===== src/rtl/bellek_erisim_birimi.sv =====
// bellek_erisim_birimi: RISC-V load/store unit doing sub-word read-modify-write over a word-only memory.
// Optional macro BELLEK_ERISIM_KELIME_KISAYOL_EN lets word stores skip the read cycle.
module bellek_erisim_birimi #(
  parameter int ADRES_BIT = 32,
  parameter int VERI_BIT  = 32
) (
  input  logic                 clk,
  input  logic                 rst_n,
  input  logic                 istek_gecerli,
  output logic                 istek_hazir,
  input  logic                 istek_yaz,
  input  logic [2:0]           istek_tur,
  input  logic [ADRES_BIT-1:0] istek_adres,
  input  logic [VERI_BIT-1:0]  istek_veri,
  output logic                 sonuc_gecerli,
  output logic [VERI_BIT-1:0]  sonuc_veri,
  output logic                 sonuc_hata,
  output logic [ADRES_BIT-1:0] bellek_adres,
  input  logic [VERI_BIT-1:0]  bellek_oku_veri,
  output logic [VERI_BIT-1:0]  bellek_yaz_veri,
  output logic                 bellek_yaz_gecerli
);
  typedef enum logic [1:0] {BOSTA, OKU, YAZ, SONUC} durum_t;
  durum_t durum;
  logic yaz_r;
  logic [2:0] tur_r;
  logic [1:0] kay_r;
  logic [VERI_BIT-1:0] veri_r;
  logic hata;
  function automatic logic [VERI_BIT-1:0] cikar(input logic [VERI_BIT-1:0] w, input logic [2:0] t,
                                                input logic [1:0] a);
    logic [7:0] b;
    logic [15:0] h;
    b = w[8*a +: 8];
    h = w[16*a[1] +: 16];
    return t[1:0] == 2'b00 ? {{(VERI_BIT-8){b[7] & ~t[2]}}, b}
         : t[1:0] == 2'b01 ? {{(VERI_BIT-16){h[15] & ~t[2]}}, h} : w;
  endfunction
  function automatic logic [VERI_BIT-1:0] birlestir(input logic [VERI_BIT-1:0] w, input logic [VERI_BIT-1:0] d,
                                                    input logic [2:0] t, input logic [1:0] a);
    logic [VERI_BIT-1:0] r;
    r = w;
    if (t[1:0] == 2'b00) r[8*a +: 8] = d[7:0];
    else if (t[1:0] == 2'b01) r[16*a[1] +: 16] = d[15:0];
    else r = d;
    return r;
  endfunction
  // Illegal funct3 (including unsigned stores) or a misaligned halfword/word
  assign hata = (istek_tur == 3'b011) || (istek_tur[2:1] == 2'b11) || (istek_yaz && istek_tur[2])
             || (istek_tur[1:0] == 2'b01 && istek_adres[0])
             || (istek_tur == 3'b010 && istek_adres[1:0] != 2'b00);
  assign istek_hazir = durum == BOSTA;
  assign sonuc_gecerli = durum == SONUC;
  assign bellek_yaz_gecerli = (durum == YAZ) && rst_n;
  always_ff @(posedge clk) begin
    if (!rst_n) begin
      durum <= BOSTA;
      yaz_r <= 1'b0;
      tur_r <= 3'b000;
      kay_r <= 2'b00;
      veri_r <= '0;
      sonuc_veri <= '0;
      sonuc_hata <= 1'b0;
      bellek_adres <= '0;
      bellek_yaz_veri <= '0;
    end else begin
      case (durum)
        BOSTA: if (istek_gecerli) begin
          yaz_r <= istek_yaz;
          tur_r <= istek_tur;
          kay_r <= istek_adres[1:0];
          veri_r <= istek_veri;
          bellek_adres <= {istek_adres[ADRES_BIT-1:2], 2'b00};
          if (hata) begin
            sonuc_veri <= '0;
            sonuc_hata <= 1'b1;
            durum <= SONUC;
          end
`ifdef BELLEK_ERISIM_KELIME_KISAYOL_EN
          else if (istek_yaz && istek_tur == 3'b010) begin
            bellek_yaz_veri <= istek_veri;
            durum <= YAZ;
          end
`endif
          else durum <= OKU;
        end
        OKU: if (yaz_r) begin
          bellek_yaz_veri <= birlestir(bellek_oku_veri, veri_r, tur_r, kay_r);
          durum <= YAZ;
        end else begin
          sonuc_veri <= cikar(bellek_oku_veri, tur_r, kay_r);
          sonuc_hata <= 1'b0;
          durum <= SONUC;
        end
        YAZ: begin
          sonuc_veri <= '0;
          sonuc_hata <= 1'b0;
          durum <= SONUC;
        end
        default: durum <= BOSTA;
      endcase
    end
  end
endmodule


===== config.mk =====
export PLATFORM = sky130hd
export DESIGN_NAME = bellek_erisim_birimi
export DESIGN_NICKNAME = d
export VERILOG_FILES = /design/src/rtl/bellek_erisim_birimi.sv
export SDC_FILE = /design/constraint.sdc
export NUM_CORES = 1
export LEC_CHECK = 0
export CORE_AREA = 2 2 130 132
export CTS_BUF_LIST = sky130_fd_sc_hd__clkbuf_4
export CTS_CLUSTER_DIAMETER = 40
export DETAILED_ROUTE_END_ITERATION = 8
export DIE_AREA = 0 0 132 134
export MAX_ROUTING_LAYER = met4
export PLACE_DENSITY = 0.72
export SLEW_MARGIN = 10
export SYNTH_ARGS = -nofsm -noshare
export SYNTH_HDL_FRONTEND = slang
export SYNTH_SLANG_ARGS = --single-unit

===== constraint.sdc =====
create_clock -name clk -period 1.9 [get_ports clk]
set_input_delay 0.285 -clock clk [delete_from_list [all_inputs] [get_ports clk]]
set_output_delay 0.285 -clock clk [all_outputs]
set_load 0.02 [all_outputs]

==> impl_metrics.json, run 1 <==
{
  "period_share_pct": 96.8,
  "htreeDepth": 4,
  "synthXorXnorAreaFrac_pct": 0,
  "rsz0062_at_grt": "false",
  "whs_ns": 0.252,
  "ys_ff_latch": 135,
  "yosys.cell_count.top_type": "nand2_1",
  "grt_start_max_net_pins": 70,
  "coreArea_um2": 16300,
  "finalWorstPathRequiredPeriod_ns": 1.84,
  "drc": 0,
  "synth_enable_flop_cells": 0,
  "drt-total-wl_mm": 22.1,
  "placed_cells": 1159,
  "p_per_area_nw_per_um2": 1060,
  "start_kind": "register",
  "tightest_slew_ns": 0.555,
  "p_leak_nw": 3.81,
  "hp-class": "input pin to register",
  "synth_top_family_by_area": "compound AO/OA/AOI/OAI gates",
  "cts_tree": "built",
  "path_buf_inv": 1,
  "critical_path_class": "register to primary output",
  "drive_above_1_share_pct": 15.6,
  "maxCapViolations": 0,
  "crit_chain": "clkdlybuf4s50_1",
  "synth_area_leaders": "dfxtp_1 (42%), nand2_1 (9.8%), a21oi_1 (6.0%)",
  "grt_pass1_wl_mm": 34.1,
  "synth.top_cells.by_count": "nand2_1 (166), dfxtp_1 (135), a21oi_1 (76)",
  "netlist.area_leader.share_pct": 42.4,
  "fmax_mhz": 544,
  "worst_clock_skew_ns": 0.0188,
  "synth_ff_type": "dfxtp_1",
  "slew_headroom_pct": 62.8,
  "hpwl_mm": 16.3,
  "finalSetupViolCount": 0,
  "utilization_pct": 57.5,
  "cts_buffers": 17,
  "cp.required_ns": 1.62,
  "routabilityCongestion": 0.952,
  "die_h_um": 134,
  "cts_hold_buf": 0,
  "areaGrowthSynthToFinish_pct": 46.9,
  "slowest_stage": "clkdlybuf4s50_1",
  "cts-root-buf": "clkbuf_4",
  "synthArstFlopShare_pct": 0,
  "clock-sinks": 135,
  "crit_fanout": 2,
  "ys_warn_count": 0,
  "synth_area_um2": 6370,
  "yosysUniqueCellTypes": 53,
  "end_kind": "primary output",
  "post_synth_fa_ha_maj_area_fraction_pct": 1.77,
  "avgSynthCellArea_um2": 8.77,
  "die-area_um2": 17700,
  "cts.clk_slew.worst_paths_ns": 0.13,
  "avgRoutedWirePerCell_um": 18.5,
  "io_buffers": 200,
  "vias_per_cell": 5.50,
  "drtPass1Iterations": 5,
  "final_cells": 1193,
  "ant_nets": 0,
  "via_count": 6564,
  "nets": 1071,
  "cp_slowest_stage_delay_ns": 0.63,
  "synth_top_area_cell": "dfxtp_1",
  "slew_violations": 0,
  "totalPowerFinal_mw": 9.96,
  "grt-ovfl-total": 0,
  "drtIter0Drc": 794,
  "grt_pass1_vias": 6381,
  "synth-compound-area-share_pct": 28.4,
  "synth_sequential_area_ratio_pct": 42.4,
  "io_pins": 203,
  "crit_family": "buffers and inverters",
  "initial_core_util_pct": 39.1,
  "vdd_drop_max_mv": 0.696,
  "syn_inst": 727,
  "synthSimpleGateAreaFrac_pct": 15.3,
  "row_count": 47,
  "cp.arrival_ns": 1.55,
  "groute.usage.overall_pct": 25.3,
  "die_w_um": 132,
  "synth.area.mux_share_pct": 7.26,
  "outcome": "finished, final reports clean",
  "antenna_found_initial": 1,
  "finalHoldViolCount": 0,
  "clk_latency_ns": 0.56,
  "cts_max_path_buffers": 2
}
## placed cells by master, fill, tap and decap left out, drive strengths merged, types with 7 or more instances in the layout
master | netlist | final
clkdlybuf4s50 | 0 | 182
nand2 | 167 | 167
dfxtp | 135 | 135
a21oi | 77 | 77
buf | 27 | 74
nor2 | 37 | 37
o21ai | 29 | 29
a221oi | 28 | 28
o22ai | 24 | 24
clkbuf | 34 | 20
mux2i | 17 | 17
o2bb2ai | 16 | 16
dlymetal6s2s | 0 | 15
mux2 | 12 | 12
a32oi | 11 | 11
o211a | 11 | 11
inv | 7 | 11
nor2b | 10 | 10
o31ai | 9 | 9
ha | 9 | 9
a2bb2oi | 8 | 8
a32o | 8 | 8
a211o | 8 | 8
mux4 | 7 | 7
## metal layers
layer  wire (um)  part of all wire, %  vias up  GRT usage, %
met3        1960                  8.9       57          6.31
met1        9550                   43     3038          32.8
met5           0                    0        -             -
met4         737                  3.3        0          10.1
met2        9860                   45      347          37.8
li1            -                    -     3122             -
## flip-flops by register name, indices dropped and copies added, names as in the netlist
signal	cells
bellek_adres	30
tur_r	3
yaz_r	1
veri_r	32
sonuc_veri	32
bellek_yaz_veri	32
durum	2
kay_r	2
sonuc_hata	1
## report_power, final
part | internal [mW] | switching [mW]
clock network | 0.935 | 1.14
registers | 3.29 | 0.349
logic | 1.87 | 2.38
total | 6.10 | 3.86
## stage by stage
stage,TNS [ns],area (um^2),setup WS (ns)
2_1_floorplan,0,6410,0.0139
3_3_place_gp,-1.75,9010,-0.114
3_5_place_dp,-2.98,9010,-0.145
4_1_cts,0,9330,0.00353
5_1_grt,0,9370,0.00141
6_report,0,9370,0.0612
## worst reg2reg max path, delay by kind of cell (launching register included)
family	cells	cell delay, ns
AO/OA/AOI/OAI	2	0.86
flip-flops	1	0.34
AND/OR/NAND/NOR	2	0.13
adder cells (fa/ha/maj)	1	0.30
buffers and inverters	1	0.09
## final cells by class
type / count / area (um^2)
Fill cell: 1481 / 6920
Multi-Input combinational cell: 523 / 3400
Sequential cell: 135 / 2710
Timing Repair Buffer: 273 / 2640
Tap cell: 220 / 275
Clock inverter: 14 / 174
Clock buffer: 18 / 135
Inverter: 9 / 33.8
Antenna cell: 1 / 2.50
## final timing paths
path | from | endpoint | slack [ns] | depth (start not counted)
setup / recovery | bellek_yaz_veri[21] | bellek_yaz_veri[21] | 0.06 | 1
hold / removal | istek_adres[12] | bellek_adres[12] | 0.25 | 3
setup reg to reg | kay_r[0] | bellek_yaz_veri[6] | 0.07 | 6
hold reg to reg | bellek_adres[28] | bellek_adres[28] | 0.46 | 2
## cells by family after synthesis
family | count (synthesis)
compound gates | 245
fa+ha+maj | 9
buf+inv | 70
flops | 135
mux | 36
other cells | 1
simple gates | 231
## timing repair
action                     in CTS  in global routing
setup buffers                   1                  0
resized for setup              11                 20
pin swaps                       0                  0
setup endpoints to repair       3                 27
Note: power is estimated with default switching activity, not from simulation.
==> inputs of run 2 (changes only) <==
CTS_CLUSTER_SIZE = 20   (was default)
==> results of run 2 <==
The final DEF is identical to that of run 1; final timing and power are the same.
